<file path="src/rtl/clic_pkg.sv">
// -----------------------------------------------------------------------------
// clic_pkg
// Shared CLIC definitions. The gateway imports this package so that trigger
// polarity is named consistently with the rest of the CLIC codebase.
//   clic_trig_e : decoding of attr_trig[0] (0 = level, 1 = edge)
// -----------------------------------------------------------------------------
package clic_pkg;

    typedef enum logic {
        TRIG_LEVEL = 1'b0,
        TRIG_EDGE  = 1'b1
    } clic_trig_e;

endpackage : clic_pkg

</file>
<file path="src/rtl/clic_gateway_cell.sv">
// -----------------------------------------------------------------------------
// clic_gateway_cell
// Pending-bit logic for a single interrupt source.
// Holds the optional two-flop synchronizer, the previous-sample flop used for
// rising-edge detection, and the registered pending bit.
// Optional feature macro: CLIC_GATEWAY_SYNC_EN (adds the 2-flop synchronizer).
// Ports:
//   clk_i    : clock
//   rst_ni   : asynchronous reset, active low
//   s        : raw interrupt line for this source
//   le       : trigger select, 1 = edge, 0 = level
//   qe       : one-cycle software write strobe to the pending bit
//   wdata    : software write value (valid with qe)
//   ack_hit  : core acknowledged this source this cycle
//   ip       : registered pending bit
// -----------------------------------------------------------------------------
module clic_gateway_cell
    import clic_pkg::*;
(
    input  logic clk_i,
    input  logic rst_ni,
    input  logic s,
    input  logic le,
    input  logic qe,
    input  logic wdata,
    input  logic ack_hit,
    output logic ip
);

    logic samp_s;
    logic prev_r;
    logic rise_s;
    logic ip_r;
    logic ip_next_s;

`ifdef CLIC_GATEWAY_SYNC_EN
    logic sync1_r;
    logic sync2_r;

    // Two-flop synchronizer for a possibly asynchronous source line
    always_ff @(posedge clk_i or negedge rst_ni) begin
        if (!rst_ni) begin
            sync1_r <= 1'b0;
            sync2_r <= 1'b0;
        end else begin
            sync1_r <= s;
            sync2_r <= sync1_r;
        end
    end

    assign samp_s = sync2_r;
`else
    assign samp_s = s;
`endif

    assign rise_s = samp_s & ~prev_r;

    // Previous-sample register for rising-edge detection
    always_ff @(posedge clk_i or negedge rst_ni) begin
        if (!rst_ni) begin
            prev_r <= 1'b0;
        end else begin
            prev_r <= samp_s;
        end
    end

    // Next pending value: a new edge outranks software writes, which outrank ack
    always_comb begin
        ip_next_s = ip_r;
        if (le == TRIG_LEVEL) begin
            ip_next_s = samp_s;
        end else if (rise_s) begin
            ip_next_s = 1'b1;
        end else if (qe) begin
            ip_next_s = wdata;
        end else if (ack_hit) begin
            ip_next_s = 1'b0;
        end else begin
            ip_next_s = ip_r;
        end
    end

    // Pending flop
    always_ff @(posedge clk_i or negedge rst_ni) begin
        if (!rst_ni) begin
            ip_r <= 1'b0;
        end else begin
            ip_r <= ip_next_s;
        end
    end

    assign ip = ip_r;

endmodule : clic_gateway_cell

</file>
<file path="src/rtl/clic_gateway.sv">
// -----------------------------------------------------------------------------
// clic_gateway
// Per-source interrupt gateway feeding the CLIC register adapter's ip_i.
// Level sources: pending follows the source with one cycle of latency.
// Edge sources: pending sets on a rising edge and clears on core acknowledge
// or a software write of 0; software writes to clicint.ip are merged here.
// Optional feature macro: CLIC_GATEWAY_SYNC_EN (2-flop synchronizer per
// source, source-to-ip_o latency becomes 3 cycles).
// Ports:
//   clk_i      : clock
//   rst_ni     : asynchronous reset, active low
//   intr_src_i : raw interrupt lines, active high
//   le_i       : trigger select per source, 1 = edge, 0 = level
//   ip_sw_qe_i : software write strobe to clicint.ip
//   ip_sw_i    : software write data
//   ack_i      : core accepted an interrupt this cycle
//   ack_id_i   : id of the accepted interrupt
//   ip_o       : registered pending vector
// -----------------------------------------------------------------------------
module clic_gateway
    import clic_pkg::*;
#(
    parameter  int N_SOURCE = 32,
    localparam int SrcW     = (N_SOURCE > 1) ? $clog2(N_SOURCE) : 1
) (
    input  logic                clk_i,
    input  logic                rst_ni,
    input  logic [N_SOURCE-1:0] intr_src_i,
    input  logic [N_SOURCE-1:0] le_i,
    input  logic [N_SOURCE-1:0] ip_sw_qe_i,
    input  logic [N_SOURCE-1:0] ip_sw_i,
    input  logic                ack_i,
    input  logic [SrcW-1:0]     ack_id_i,
    output logic [N_SOURCE-1:0] ip_o
);

    logic [N_SOURCE-1:0] ack_hit_s;

    // Ids at or above N_SOURCE never match any cell, so such acks are dropped.
    for (genvar i = 0; i < N_SOURCE; i++) begin : g_cell
        assign ack_hit_s[i] = ack_i & (ack_id_i == SrcW'(i));

        clic_gateway_cell u_cell (
            .clk_i   (clk_i),
            .rst_ni  (rst_ni),
            .s       (intr_src_i[i]),
            .le      (le_i[i]),
            .qe      (ip_sw_qe_i[i]),
            .wdata   (ip_sw_i[i]),
            .ack_hit (ack_hit_s[i]),
            .ip      (ip_o[i])
        );
    end

endmodule : clic_gateway
</file>
<file path="config.mk">
export PLATFORM = sky130hd
export DESIGN_NAME = clic_gateway
export DESIGN_NICKNAME = d
export VERILOG_FILES = /design/src/rtl/clic_pkg.sv /design/src/rtl/clic_gateway_cell.sv /design/src/rtl/clic_gateway.sv
export SDC_FILE = /design/constraint.sdc
export NUM_CORES = 1
export LEC_CHECK = 0
export ABC_AREA = 0
export CAP_MARGIN = 15
export CORE_ASPECT_RATIO = 1.25
export CORE_MARGIN = 4
export CORE_UTILIZATION = 41
export DETAILED_ROUTE_END_ITERATION = 8
export PLACE_DENSITY = 0.87
export SYNTH_ARGS = -nofsm -noshare
export SYNTH_HDL_FRONTEND = slang
export SYNTH_SLANG_ARGS = --single-unit
</file>
<file path="constraint.sdc">
create_clock -name clk_i -period 2.2 [get_ports clk_i]
set_input_delay 0.66 -clock clk_i [delete_from_list [all_inputs] [get_ports clk_i]]
set_output_delay 0.66 -clock clk_i [all_outputs]
set_load 0.02 [all_outputs]
</file>
==> results of run 1 <==
worst max path at each step:
stage                                           startpoint                              end  slack (ps)  cells past startpoint
final                     g_cell[10].u_cell.ip$_DFFE_PN0P_                         ip_o[10]         210                      1
after global routing      g_cell[10].u_cell.ip$_DFFE_PN0P_                         ip_o[10]         160                      1
after CTS                 g_cell[10].u_cell.ip$_DFFE_PN0P_                         ip_o[10]         200                      1
after detailed placement                       ack_id_i[2]  g_cell[0].u_cell.ip$_DFFE_PN0P_         -30                      4
after global placement                         ack_id_i[2]  g_cell[2].u_cell.ip$_DFFE_PN0P_          -1                      4
after floorplan                                ack_id_i[3]  g_cell[0].u_cell.ip$_DFFE_PN0P_         610                      4
power by group through the flow:
stage / Combinational (W) / Sequential, W / Clock (W)
detailed placement: 0.000661 / 0.00132 / 0
global route: 0.000702 / 0.00131 / 0.00120
global placement: 0.000645 / 0.00132 / 0
finish: 0.000657 / 0.00130 / 0.00113
CTS: 0.000664 / 0.00130 / 0.00114
floorplan: 0.000292 / 0.00131 / 0
per-stage QoR:
step	hold WS, ps	TNS, ps	total power [W]	setup WS, ps	instances
after floorplan	364	0	0.00160	606	254
after global placement	523	-1.39	0.00197	-1.39	482
after detailed placement	530	-72.3	0.00198	-27.5	482
after CTS	347	0	0.00311	204	497
after global routing	354	0	0.00322	156	497
final	333	0	0.00308	213	497
Yosys cell counts, types with 3 or more instances:
| cell | instances |
|---|---|
| a211oi_1 | 21 |
| dfrtp_1 | 64 |
| a32oi_1 | 11 |
| nor2_1 | 3 |
| nor2b_1 | 4 |
| nand2_1 | 44 |
| buf_4 | 33 |
| and3_1 | 5 |
| a311o_1 | 21 |
| a21boi_0 | 21 |
| o31ai_1 | 11 |
sequential cells by signal, indices dropped and copies added, names as in the netlist:
register / count
g_cell.u_cell.ip: 32
g_cell.u_cell.prev_r: 32
layer usage:
layer / GRT usage (%) / wire length (um)
met5: 0 / 0
met3: 6.47 / 682
met1: 20.0 / 3090
met2: 37.6 / 4620
met4: 7.92 / 180
cell families after synthesis:
group / count (synthesis) / share of synthesized area, %
AOI/OAI and AO/OA: 85 / 23.9
buffers and inverters: 36 / 9.13
DFF: 64 / 54.3
and+or+nand+nor: 69 / 12.6
layout make-up:
type                    count  area [sq um]  area share, %
flip-flops and latches     64          1600           33.8
clock buffers              12           155           3.27
multi-input cells         154          1080           22.7
well taps                  90           113           2.37
repair buffers            174          1730           36.5
clock inverters             3          65.1           1.37
==> metrics.cfg, run 1 <==
[routing]
wirelength_um=8580
drc=0
drt_iter0_markers=83
ant_nets=0
vias_per_cell=5.28
drtPass1Iterations=5
vias=2623
wire_per_inst_um=17.3

[finish]
drive_gt1_share_pct=6.63
fin_area_sq_um=4740
final_cell_mix=166 x clkdlybuf4s50_1, 64 x dfrtp_1, 44 x nand2_1
synthToLayoutAreaGrowth_pct=60.9
layout_commonest_cell=clkdlybuf4s50_1
final_util_pct=68.0
fin_nets=539
n_antenna_cell=0
fillCellCount=547

[synthesis]
synth_ff_type=dfrtp_1
yosysSeqAreaShare_pct=54.3
synth_top_area_share_pct=54.3
async_reset_ff_share_pct=100
synth_seq_cells=64
yosys.area.top_type=dfrtp_1
synth_cells=254
yosys_warnings=0
postSynthAreaPerCell_sq_um=11.6
syn_area_sq_um=2950
synth_area_leaders=dfrtp_1 54%, buf_4 8.4%, a311o_1 7.1%
synth_nets=390
synth-edff-count=0
ys_types=22

[pwr]
p_per_area_nw_per_um2=650
clockPowerShare_pct=36.5
seqPwrFrac_pct=42.2
p_leak_nw=1.89
switching_power_w=0.000733
p_int_w=0.00235
vdd_ir_drop_max_v=0.000532
swShare_pct=23.8
comb_power_share_pct=21.3

[setup_path]
reg2reg_depth=3
critPathMaxFanout=2
crit_type=flop to output pin
start_kind=flop
worstPathCellList=clkdlybuf4s50_1
crit_required_ps=1540
r2r-end=g_cell[13].u_cell.ip$_DFFE_PN0P_
reg2reg_slack_ps=1240
path_buf_inv=1
r2r_start=g_cell[13].u_cell.ip$_DFFE_PN0P_
crit_path_end_kind=output pin
arrival_ps=1330
cp_slowest_cell=clkdlybuf4s50_1
cpPeakStageDelay_ps=610
crit_family=buffers and inverters

[sta]
finClkSkew_ps=12.6
fin_crit_sh_pct=90.3
relSlewSlack_pct=76.9
period_minus_slack_ps=1990
maxSlewViolCount=0
max_clock_freq_mhz=503
rsz0062_at_grt=no
final-hold-violation-count=0
worst_pin_slew_ps=345
setup_viol=0

[grt]
track_usage_pct=19.7
antenna_found_initial=0
grt_pass1_wl_um=13200
overflow=0
grt_max_degree=65
grt_pass1_vias=2899

[clock_network]
root_buffer=clkbuf_8
ctsLongestPathBuffers=2
cts_setup_buffers=0
clock_sinks=64
cts-resized-gates=0
cts_buffers=9
path_clk_slew_ps=80
insertion_delay_ps=340
cts_hold_buffers=0
htreeDepth=3
cts_tree=built

[die]
die_x_um=83.8
io_pins=168
fp.coreArea_sq_um=6980
rows=34
die_y_um=103
start_util_pct=42.3
die_area_sq_um=8620

[placement]
dp_hpwl_um=6960
placed_area_sq_um=4520
place_congestion=0.850
port_buffers=167

[run_status]
status=finished clean

[min_path]
hold_path_class=input pin to asynchronous set/reset pin

[flow_run]
maxCapViolations=0

Note: power is estimated with default switching activity, not from simulation.
==> inputs of run 2 (changes only) <==
Settings changed: CTS_CLUSTER_SIZE from default to 30.
==> results of run 2 <==
Final layout, timing and power as in run 1 (identical DEF).
==> inputs of run 3 (changes only) <==
Settings changed: CORE_MARGIN 4 to 2.
==> run 3 against run 2 <==
  * Non-clock buffer count rose by 2
  * Worst hold slack got worse by 12 ps
  * Clock skew fell by 7.1 ps
  * Critical endpoint is now ip_o[16]
  * Largest cell class unchanged
==> metrics.cfg, run 3 (synthesized netlist as in run 1, its figures left out) <==
[setup_path]
crit_type=flop to output pin
r2r-end=g_cell[0].u_cell.ip$_DFFE_PN0P_
reg2reg_depth=3
r2r_start=g_cell[0].u_cell.ip$_DFFE_PN0P_
crit_path_end_kind=output pin
reg2reg_slack_ps=1220
cpPeakStageDelay_ps=630
worstPathCellList=clkdlybuf4s50_1
crit_required_ps=1540
critPathMaxFanout=2
cp_slowest_cell=clkdlybuf4s50_1
crit_family=buffers and inverters
start_kind=flop
path_buf_inv=1
arrival_ps=1320

[min_path]
hold_path_class=input pin to asynchronous set/reset pin

[grt]
track_usage_pct=22.4
grt_max_degree=27
antenna_found_initial=0
grt.busiest_layer=met2
use_met1_pct=23.4
grt_pass1_wl_um=13500
overflow=0
grt_pass1_vias=2897
use_met3_pct=5.49
met2_usage_pct=42.1

[clock_network]
insertion_delay_ps=330
cts_buffers=9
ctsLongestPathBuffers=2
cts_tree=built
root_buffer=clkbuf_8
cts_setup_buffers=0
cts_hold_buffers=0
path_clk_slew_ps=70
clock_sinks=64
cts-resized-gates=0
htreeDepth=3

[pwr]
total_power_w=0.00297
vdd_ir_drop_max_v=0.000371
p_per_area_nw_per_um2=627
p_leak_nw=1.89

[placement]
preCtsSetupSlack_ps=-51.4
place_congestion=0.841
port_buffers=167
place_inst=484
dp_hpwl_um=6870

[sta]
worst_pin_slew_ps=572
fin_crit_sh_pct=90.2
fin_ws_ps=216
period_minus_slack_ps=1980
finClkSkew_ps=5.48
relSlewSlack_pct=61.9
maxSlewViolCount=0
max_clock_freq_mhz=504
setup_viol=0
rsz0062_at_grt=no
final-hold-violation-count=0

[die]
die_y_um=98.8
die_x_um=79.8
rows=34
start_util_pct=42.3
io_pins=168
fp.coreArea_sq_um=6980
die_area_sq_um=7890

[finish]
drive_gt1_share_pct=7.07
final_cell_mix=166 x clkdlybuf4s50_1, 64 x dfrtp_1, 44 x nand2_1
layout_commonest_cell=clkdlybuf4s50_1
n_antenna_cell=0
synthToLayoutAreaGrowth_pct=60.7
fin_nets=541
final_util_pct=67.9
fillCellCount=540
finalNonFillerCells=500

[routing]
drc=0
wirelength_um=8560
ant_nets=0
vias_per_cell=5.30
drtPass1Iterations=4
wire_per_inst_um=17.1
drt_iter0_markers=83
vias=2651

[run_status]
status=finished clean

[flow_run]
maxCapViolations=0

[run 3: cell types whose count changed in the layout (fill, tap and decap cells not counted)]
cell / change
buf_4: +2
clkbuf_1: +1
bufinv_16: -1
clkinv_2: +1
[run 3: where the power goes]
part	switching, W	internal [W]
Combinational	0.000265	0.000396
Clock	0.000424	0.000583
Sequential	0.0000395	0.00126
Total	0.000728	0.00224
[run 3: per-stage QoR]
step                cell area, sq um  setup TNS (ps)  hold WS, ps
floorplan                       2950               0          364
global placement                4540            -257          524
detailed placement              4540            -478          525
CTS                             4740               0          330
global route                    4740               0          346
finish                          4740               0          321
[run 3: area by class of cell]
cell class / instances / area (sq um) / area share [%]
Multi-Input combinational cell: 154 / 1080 / 22.7
Timing Repair Buffer: 176 / 1750 / 36.9
Clock inverter: 3 / 40.0 / 0.845
Clock buffer: 13 / 159 / 3.35
Tap cell: 90 / 113 / 2.38
Sequential cell: 64 / 1600 / 33.8
[run 3: worst max path at each step]
stage,start,end,slack [ps],cells after the start
final,g_cell[16].u_cell.ip$_DFFE_PN0P_,ip_o[16],220,1
after detailed placement,ack_id_i[3],g_cell[5].u_cell.ip$_DFFE_PN0P_,-50,4
after global routing,ack_id_i[3],g_cell[24].u_cell.ip$_DFFE_PN0P_,150,4
after CTS,g_cell[16].u_cell.ip$_DFFE_PN0P_,ip_o[16],200,1
after floorplan,ack_id_i[3],g_cell[0].u_cell.ip$_DFFE_PN0P_,610,4
after global placement,ack_id_i[4],g_cell[2].u_cell.ip$_DFFE_PN0P_,-30,4
[run 3: routing by layer]
| metal | up-vias | part of all wire [%] |
|---|---|---|
| met5 | - | 0 |
| met4 | 0 | 2.2 |
| met3 | 14 | 8.0 |
| met2 | 122 | 54 |
| met1 | 1266 | 35 |
| li1 | 1249 | - |
